--- src/rtl/step_clock_gen_if.sv ---
// Control and clock-output bundle of the step clock generator.
// Master drives period/run/step; slave returns the processor clocks.
interface step_clock_gen_if #(
    parameter int PRESCALE_W = 16,
    parameter int CNT_W      = 32
);
    logic [PRESCALE_W-1:0] prescale;
    logic                  run;
    logic                  step;
    logic                  clk;
    logic                  clk_e;
    logic                  clk_s;
    logic [1:0]            phase;
    logic                  running;
    logic                  cycle_done;
    logic [CNT_W-1:0]      cycle_count;

    modport master (
        output prescale, run, step,
        input  clk, clk_e, clk_s, phase,
        input  running, cycle_done, cycle_count
    );

    modport slave (
        input  prescale, run, step,
        output clk, clk_e, clk_s, phase,
        output running, cycle_done, cycle_count
    );
endinterface

--- src/rtl/step_clock_gen.sv ---
// Programmable four-phase processor clock generator with
// run/halt/single-step control and a completed-cycle counter.
module step_clock_gen #(
    parameter int PRESCALE_W = 16,
    parameter int CNT_W      = 32
) (
    input  logic            sys_clk,
    input  logic            reset,
    step_clock_gen_if.slave bus
);
    typedef enum logic [1:0] {
        IDLE,
        RUN,
        STEP
    } state_t;

    localparam logic [PRESCALE_W-1:0] Q_ONE   = 1;
    localparam logic [CNT_W-1:0]      CNT_ONE = 1;

    state_t                state;
    logic [1:0]            phase;
    logic [PRESCALE_W-1:0] qcnt;
    logic [PRESCALE_W-1:0] pre_l;
    logic                  clk_r;
    logic                  clk_e_r;
    logic                  clk_s_r;
    logic                  running_r;
    logic                  done_r;
    logic [CNT_W-1:0]      count;

    // {clk, clk_e, clk_s} for a given phase
    function automatic logic [2:0] decode(input logic [1:0] ph);
        logic [2:0] d;
        d = 3'b000;
        unique case (ph)
            2'd0: d = 3'b110;
            2'd1: d = 3'b111;
            2'd2: d = 3'b010;
            2'd3: d = 3'b000;
        endcase
        return d;
    endfunction

    always_ff @(posedge sys_clk) begin
        if (reset) begin
            state     <= IDLE;
            phase     <= 2'd3;
            qcnt      <= '0;
            pre_l     <= '0;
            clk_r     <= 1'b0;
            clk_e_r   <= 1'b0;
            clk_s_r   <= 1'b0;
            running_r <= 1'b0;
            done_r    <= 1'b0;
            count     <= '0;
        end else begin
            done_r <= 1'b0;
            unique case (state)
                IDLE: begin
                    if (bus.run || bus.step) begin
                        state     <= bus.run ? RUN : STEP;
                        phase     <= 2'd0;
                        qcnt      <= '0;
                        pre_l     <= bus.prescale;
                        {clk_r, clk_e_r, clk_s_r} <= decode(2'd0);
                        running_r <= 1'b1;
                    end
                end
                default: begin
                    if (qcnt != pre_l) begin
                        qcnt <= qcnt + Q_ONE;
                    end else if (phase != 2'd3) begin
                        qcnt  <= '0;
                        phase <= phase + 2'd1;
                        {clk_r, clk_e_r, clk_s_r} <= decode(phase + 2'd1);
                    end else begin
                        // end of phase 3: the step cycle is complete
                        qcnt   <= '0;
                        count  <= count + CNT_ONE;
                        done_r <= 1'b1;
                        if (bus.run) begin
                            state <= RUN;
                            phase <= 2'd0;
                            pre_l <= bus.prescale;
                            {clk_r, clk_e_r, clk_s_r} <= decode(2'd0);
                        end else begin
                            state     <= IDLE;
                            running_r <= 1'b0;
                        end
                    end
                end
            endcase
        end
    end

    assign bus.clk         = clk_r;
    assign bus.clk_e       = clk_e_r;
    assign bus.clk_s       = clk_s_r;
    assign bus.phase       = phase;
    assign bus.running     = running_r;
    assign bus.cycle_done  = done_r;
    assign bus.cycle_count = count;
endmodule
--- src/flat_wrapper.sv ---
// flat-port wrapper written by rule: the top's interface ports become plain ports
module step_clock_gen_flat 
#(
    parameter int PRESCALE_W = 16,
    parameter int CNT_W      = 32
)
  (sys_clk, reset, bus_prescale, bus_run, bus_step, bus_clk, bus_clk_e, bus_clk_s, bus_phase, bus_running, bus_cycle_done, bus_cycle_count);
  step_clock_gen_if #(.PRESCALE_W(PRESCALE_W), .CNT_W(CNT_W)) bus_i ();
  input  logic sys_clk;
  input  logic reset;
  input wire logic [$bits(bus_i.prescale)-1:0] bus_prescale;
  input wire logic [$bits(bus_i.run)-1:0] bus_run;
  input wire logic [$bits(bus_i.step)-1:0] bus_step;
  output wire logic [$bits(bus_i.clk)-1:0] bus_clk;
  output wire logic [$bits(bus_i.clk_e)-1:0] bus_clk_e;
  output wire logic [$bits(bus_i.clk_s)-1:0] bus_clk_s;
  output wire logic [$bits(bus_i.phase)-1:0] bus_phase;
  output wire logic [$bits(bus_i.running)-1:0] bus_running;
  output wire logic [$bits(bus_i.cycle_done)-1:0] bus_cycle_done;
  output wire logic [$bits(bus_i.cycle_count)-1:0] bus_cycle_count;
  assign bus_i.prescale = bus_prescale;
  assign bus_i.run = bus_run;
  assign bus_i.step = bus_step;
  assign bus_clk = bus_i.clk;
  assign bus_clk_e = bus_i.clk_e;
  assign bus_clk_s = bus_i.clk_s;
  assign bus_phase = bus_i.phase;
  assign bus_running = bus_i.running;
  assign bus_cycle_done = bus_i.cycle_done;
  assign bus_cycle_count = bus_i.cycle_count;
  step_clock_gen #(.PRESCALE_W(PRESCALE_W), .CNT_W(CNT_W)) u_core (.sys_clk(sys_clk), .reset(reset), .bus(bus_i));
endmodule
--- config.mk ---
export PLATFORM = sky130hd
export DESIGN_NAME = step_clock_gen_flat
export DESIGN_NICKNAME = d
export VERILOG_FILES = /design/src/rtl/step_clock_gen_if.sv /design/src/rtl/step_clock_gen.sv /design/src/flat_wrapper.sv
export SDC_FILE = /design/constraint.sdc
export NUM_CORES = 1
export LEC_CHECK = 0
export BUFFER_PORTS_ARGS = -buffer_cell sky130_fd_sc_hd__buf_2
export CAP_MARGIN = 20
export CELL_PAD_IN_SITES_DETAIL_PLACEMENT = 1
export CELL_PAD_IN_SITES_GLOBAL_PLACEMENT = 1
export CORE_ASPECT_RATIO = 2
export CORE_MARGIN = 3
export CORE_UTILIZATION = 37
export CTS_CLUSTER_DIAMETER = 80
export DETAILED_ROUTE_END_ITERATION = 7
export HOLD_SLACK_MARGIN = 0.03
export MAX_ROUTING_LAYER = met4
export PLACE_DENSITY_LB_ADDON = 0.1
export SYNTH_ARGS = -nofsm -noshare
export SYNTH_HDL_FRONTEND = slang
export SYNTH_SLANG_ARGS = --single-unit
export TNS_END_PERCENT = 1
--- constraint.sdc ---
create_clock -name sys_clk -period 2.2 [get_ports sys_clk]
set_input_delay 0.33 -clock sys_clk [delete_from_list [all_inputs] [get_ports sys_clk]]
set_output_delay 0.33 -clock sys_clk [all_outputs]
set_load 0.05 [all_outputs]
## After elaboration in Yosys (flattened, before gate mapping)

Cells that the tools add are included.

- Register bits after elaboration: 73
- Bits of input ports: 20
- Output and inout port bits: 39
- Word-level logic and storage cells: 74

- Add/sub/neg operators: 3
- Eq/ne operators: 9
- Multiplexer cells: 38
- Bitwise gates (word level): 3
- Reduce and logical (&&, ||, !) cells: 11

Operators with widths:

| operator | count |
|---|---|
| 16-bit two-way mux | 8 |
| 32-bit by 1-bit adder with 32-bit output (second input constant) | 1 |
| 2-bit two-way mux | 10 |
| 1-bit two-way mux | 19 |
| 16-bit by 1-bit adder with 16-bit output (second input constant) | 1 |
| 16-bit inequality test | 1 |
| 3-bit one-hot mux with 4 select lines | 1 |
| 3-bit AND reduction | 3 |
| 4-bit AND reduction | 2 |
| 2-bit inequality test (second input constant) | 3 |
| 2-bit equality test (second input constant) | 2 |
| 2-bit zero test | 2 |
| 2-bit by 1-bit inequality test with 1-bit output (second input constant) | 2 |
| 1-bit NOT | 3 |
| 3-bit nonzero test | 1 |
| 3-bit OR reduction | 1 |
| 2-bit by 1-bit adder with 2-bit output (second input constant) | 1 |
| 2-bit by 1-bit equality test with 1-bit output (second input constant) | 1 |
| 2-bit nonzero test | 1 |
| 1-bit logical OR | 1 |

## Depth between registers and ports, before layout

- Word-level depth: 6
- Mapped depth: 8
- Depth with buffers taken out: 7

## Worst setup path before layout

OpenSTA, ideal clock, no wires.

- Kind: register -> register
- From: register u_core.count[3] (netlist: u_core.bus.cycle_count[3])
- To: register u_core.count[28] (netlist: u_core.bus.cycle_count[28])
- Library setup time: 70 ps
- Arrival: 2580 ps
- Required time: 2130 ps
- Slack: -450 ps
- Stages on the path, launching flop included: 9
- Buffers on the path: 2
- Period minus slack after synthesis: 2650 ps
- Path through: dfxtp_1 -> nand4_1 -> nor3_1 -> and3_1 -> clkbuf_1 -> nand3_1 -> clkbuf_1 -> or4_1 -> a21oi_1

- Longest elaborated chain between the ends: 1

RTL lines:

| what | line | RTL |
|---|---|---|
| start: declaration | step_clock_gen.sv:29 | `logic [CNT_W-1:0] count;` |
| start signal: assignment | step_clock_gen.sv:79 | `count <= count + CNT_ONE;` |
| 32-bit by 1-bit adder with 32-bit output | step_clock_gen.sv:79 |  |

No other way between the ends.
A chain may end at the register's enable or synchronous reset.

## Final worst setup path

- From: register u_core.qcnt[1]
- To: register u_core.count[15] (netlist: u_core.bus.cycle_count[15])

- Longest elaborated chain between the ends: 3

RTL lines:

| what | line | RTL |
|---|---|---|
| start: declaration | step_clock_gen.sv:22 | `logic [PRESCALE_W-1:0] qcnt;` |
| start signal: assignment | step_clock_gen.sv:71 | `qcnt <= qcnt + Q_ONE;` |
| 16-bit inequality test | step_clock_gen.sv:70 | `if (qcnt != pre_l) begin` |
| 1-bit NOT (no line) | -- |  |
| 3-bit AND reduction (no line) | -- |  |

No other way between the ends.

==> results.py <==
metrics = {
    "outcome": {
        "status": "finished with violations",
        "violations": "setup timing",
    },
    "pwr": {
        "ir_drop_uv": 390.9,
        "leakage_nw": 1.926,
        "power_density_mw_per_mm2": 730.6,
    },
    "worst_setup_path": {
        "cp_cell_sequence": "xor2_1, nor4_2, nand4_1, or4_4, buf_12, or4_4, a21oi_2",
        "crit_top_cell": "or4_4",
        "cpMaxStageDelayCell": "or4_4",
        "crit_path_max_fanout": 16,
        "cp.arrival_ps": 2680,
        "cp.required_ps": 2470,
        "max_stage_delay_ps": 530,
        "crit_type": "reg2reg",
        "endpoint_kind": "flop",
        "worstSetupStartpointType": "flop",
    },
    "logic_synthesis": {
        "synthMuxAreaShare": 0.006061,
        "synth-main-ff-cell": "dfxtp_1",
        "syn_nets": 455,
        "synth_xor_area_frac": 0.05989,
        "synthCells": 430,
        "syn_area_mm2": 0.003510,
        "ys.warnings.count": 0,
        "synthArstFlopShare": 0,
        "ys_seq_area_frac": 0.4164,
        "synth.avg_cell_area_um2": 8.162,
        "synth_cell_types": 48,
        "synth_compound_area_frac": 0.2029,
        "synth-edff-count": 0,
        "synth_simple_gate_area_share": 0.2545,
        "synth_top_family_by_area": "simple AND/OR/NAND/NOR gates",
        "synth-adder-area-share": 0.01783,
        "synth-seq-cells": 73,
    },
    "sta": {
        "rsz0062_at_grt": "yes",
        "min_period_ps": 2416,
        "clock.fmax_mhz": 413.9,
        "finalHoldViolCount": 0,
        "whs_ps": 241.4,
        "worst_slew_pin_slew_ps": 643.7,
        "setup_slack_ps": -216.3,
        "slew_viol_final": 0,
        "slew_headroom": 0.5708,
        "post-route-period-util": 1.098,
        "clock-skew-final_ps": 5.834,
        "setup_viol": 19,
    },
    "detailed_routing": {
        "routedWlPerCell_um": 18.62,
        "wl_um": 11840,
        "drc": 0,
        "dr.pass1.iters": 4,
        "vias": 3669,
        "initialDrtViolationCount": 141,
        "viasPerCell": 5.769,
        "antenna_left": 0,
    },
    "placement": {
        "placement.setup.worst_slack_ps": -313.6,
        "gp_congestion": 0.7811,
        "dp_hpwl_um": 8900,
        "portBuffers": 58,
    },
    "floorplanning": {
        "fp.dieH_um": 143.7,
        "fp.dieW_um": 74.87,
        "rows": 49,
        "dieArea_mm2": 0.01076,
        "coreArea_mm2": 0.009135,
        "ioPinCount": 59,
        "initial_utilization": 0.3842,
    },
    "clock_network": {
        "cts_made_buffers": 9,
        "clock-sinks": 73,
        "htreeDepth": 3,
        "clock_latency_ps": 340,
        "cts_buffer_depth": 2,
        "clk_pin_slew_ps": 60,
        "cts_tree": "yes",
        "cts-root-buf": "clkbuf_16",
    },
    "cells_and_area": {
        "antennaDiodeCount": 0,
        "area_delta_synth_final_pct": 33.69,
        "num-fill-cells": 1099,
        "layout-drive-gt1-share": 0.3109,
        "nets": 554,
    },
    "global_route": {
        "antenna_found_initial": 0,
        "grtUsageTotal": 0.2401,
        "grt_pass1_wl_um": 18930,
        "grt_pass1_vias": 3872,
        "overflow": 0,
        "grt_max_degree": 56,
    },
    "flow_run": {
        "maxCapViolCount": 0,
    },
    "worst_hold_path": {
        "hp-class": "in2reg",
    },
}
[cell usage in the layout, fill, tap and decap left out, types with 2 or more instances in the layout]
cell type    n
nor2_1      21
o21a_1       3
bufinv_16    2
nand2_1     32
buf_6        3
nor3b_1      3
buf_4       47
nor3_1      10
or3_1       11
xnor2_1      3
xor2_1      21
o21ai_1      6
inv_1       15
a221o_1      2
nor4_2       7
a21oi_2      3
buf_2       58
o31ai_1     11
clkbuf_16    9
o31a_1       2
or4_4        2
nand3_1     37
dfxtp_1     56
clkbuf_1     2
nor2_2       2
or4_1       10
nand4_1     10
ha_1         5
o21ai_0     35
dfxtp_2     13
dfxtp_4      4
buf_12       3
nor4_1       4
a21oi_1     44
clkinvlp_4   2
and3_1       5
a21o_1       4
[final cells by class]
| class | count | area [um^2] | area share |
|---|---|---|---|
| multi-input combinational | 318 | 1962 | 0.4181 |
| sequential | 73 | 1493 | 0.3181 |
| timing repair buffer | 111 | 737.0 | 0.1571 |
| clock buffer | 11 | 232.7 | 0.04960 |
| tap | 102 | 127.6 | 0.02720 |
| clock inverter | 5 | 80.08 | 0.01707 |
| inverter | 16 | 60.06 | 0.01280 |
[state kept, by name, summed over array words and instances, names as in the netlist]
register / flops
u_core.bus.clk_e: 1
u_core.state: 2
u_core.bus.clk: 1
u_core.bus.phase: 2
u_core.bus.cycle_count: 32
u_core.qcnt: 16
u_core.pre_l: 16
u_core.bus.running: 1
u_core.bus.cycle_done: 1
u_core.bus.clk_s: 1
[power by group]
group,internal [mW],leakage (nW),switching [mW],total [mW]
registers,1.37,0.602,0.0438,1.42
clock network,0.991,0.146,0.571,1.56
logic,0.174,1.18,0.277,0.451
[worst paths after layout]
check | from | to | slack, ps | depth (start not counted)
worst max-delay path | u_core.qcnt[1] | u_core.bus.cycle_count[15] | -220 | 7
worst min-delay path | bus_prescale[14] | u_core.pre_l[14] | 240 | 3
worst max register to register | u_core.qcnt[1] | u_core.bus.cycle_count[15] | -220 | 7
worst min register to register | u_core.bus.clk | u_core.bus.clk | 480 | 2
[cells in the mapped netlist, types with 2 or more instances]
| library cell | number | area (um^2) |
|---|---|---|
| and3_1 | 5 | 31.28 |
| nand3_1 | 38 | 190.2 |
| xnor2_1 | 3 | 26.28 |
| dfxtp_1 | 73 | 1461 |
| and4_1 | 2 | 17.52 |
| nor3_1 | 11 | 55.05 |
| xor2_1 | 21 | 183.9 |
| o21ai_0 | 41 | 205.2 |
| a21oi_1 | 47 | 235.2 |
| or4_1 | 12 | 90.09 |
| nor4_1 | 7 | 43.79 |
| nand2_1 | 32 | 120.1 |
| o21a_1 | 3 | 22.52 |
| a21o_1 | 4 | 30.03 |
| nand4_1 | 10 | 62.56 |
| o31a_1 | 2 | 17.52 |
| o31ai_1 | 12 | 90.09 |
| clkbuf_1 | 20 | 75.07 |
| or3_1 | 11 | 68.82 |
| ha_1 | 5 | 62.56 |
| inv_1 | 15 | 56.30 |
| a221o_1 | 2 | 20.02 |
| buf_2 | 2 | 10.01 |
| nor3b_1 | 3 | 22.52 |
| nor2_1 | 23 | 86.33 |
| nor4_2 | 4 | 50.05 |
[worst max-delay path, delay by kind of cell, from the launching register on]
| family | cells | cell delay [ps] |
|---|---|---|
| and+or+nand+nor | 4 | 1530 |
| DFF | 1 | 340 |
| xor gates and xnor gates | 1 | 170 |
| buffers and inverters | 1 | 170 |
| AOI/OAI and AO/OA | 1 | 150 |
[layer usage]
| metal | global-route usage | wire (um) |
|---|---|---|
| met1 | 0.2211 | 4009 |
| met2 | 0.4554 | 7128 |
| met3 | 0.03361 | 285 |
| met4 | 0.1191 | 420 |
| met5 | - | 0 |
[repair_timing]
action                                  in CTS  in global routing
setup buffers                                3                  1
gates resized for setup                     20                 11
pin swaps                                   15                  7
hold buffers                                 0                  0
gates cloned                                 0                  0
endpoints found under the setup margin      42                 59
[kinds of logic (layout without fill, tap and decap cells)]
kind of cell    Yosys count  count (layout)
compound gates          122             122
xor+xnor                 24              24
fa+ha+maj                 5               5
buf+inv                  39             143
flops                    73              73
mux                       2               2
simple gates            165             165
[stage by stage]
stage / setup TNS (ps) / total power, mW / instances / util / cell area (um^2)
2_1_floorplan: -788.6 / 1.697 / 430 / - / 3561
4_1_cts: -2002 / 3.444 / 635 / 0.5091 / 4651
3_3_place_gp: -2338 / 1.844 / 616 / 0.4661 / 4258
3_5_place_dp: -3400 / 1.861 / 616 / 0.4661 / 4258
5_1_grt: -7587 / 3.555 / 636 / 0.5136 / 4692
6_report: -1716 / 3.428 / 636 / 0.5136 / 4692
No activity file was read; power rests on OpenSTA's default activity.
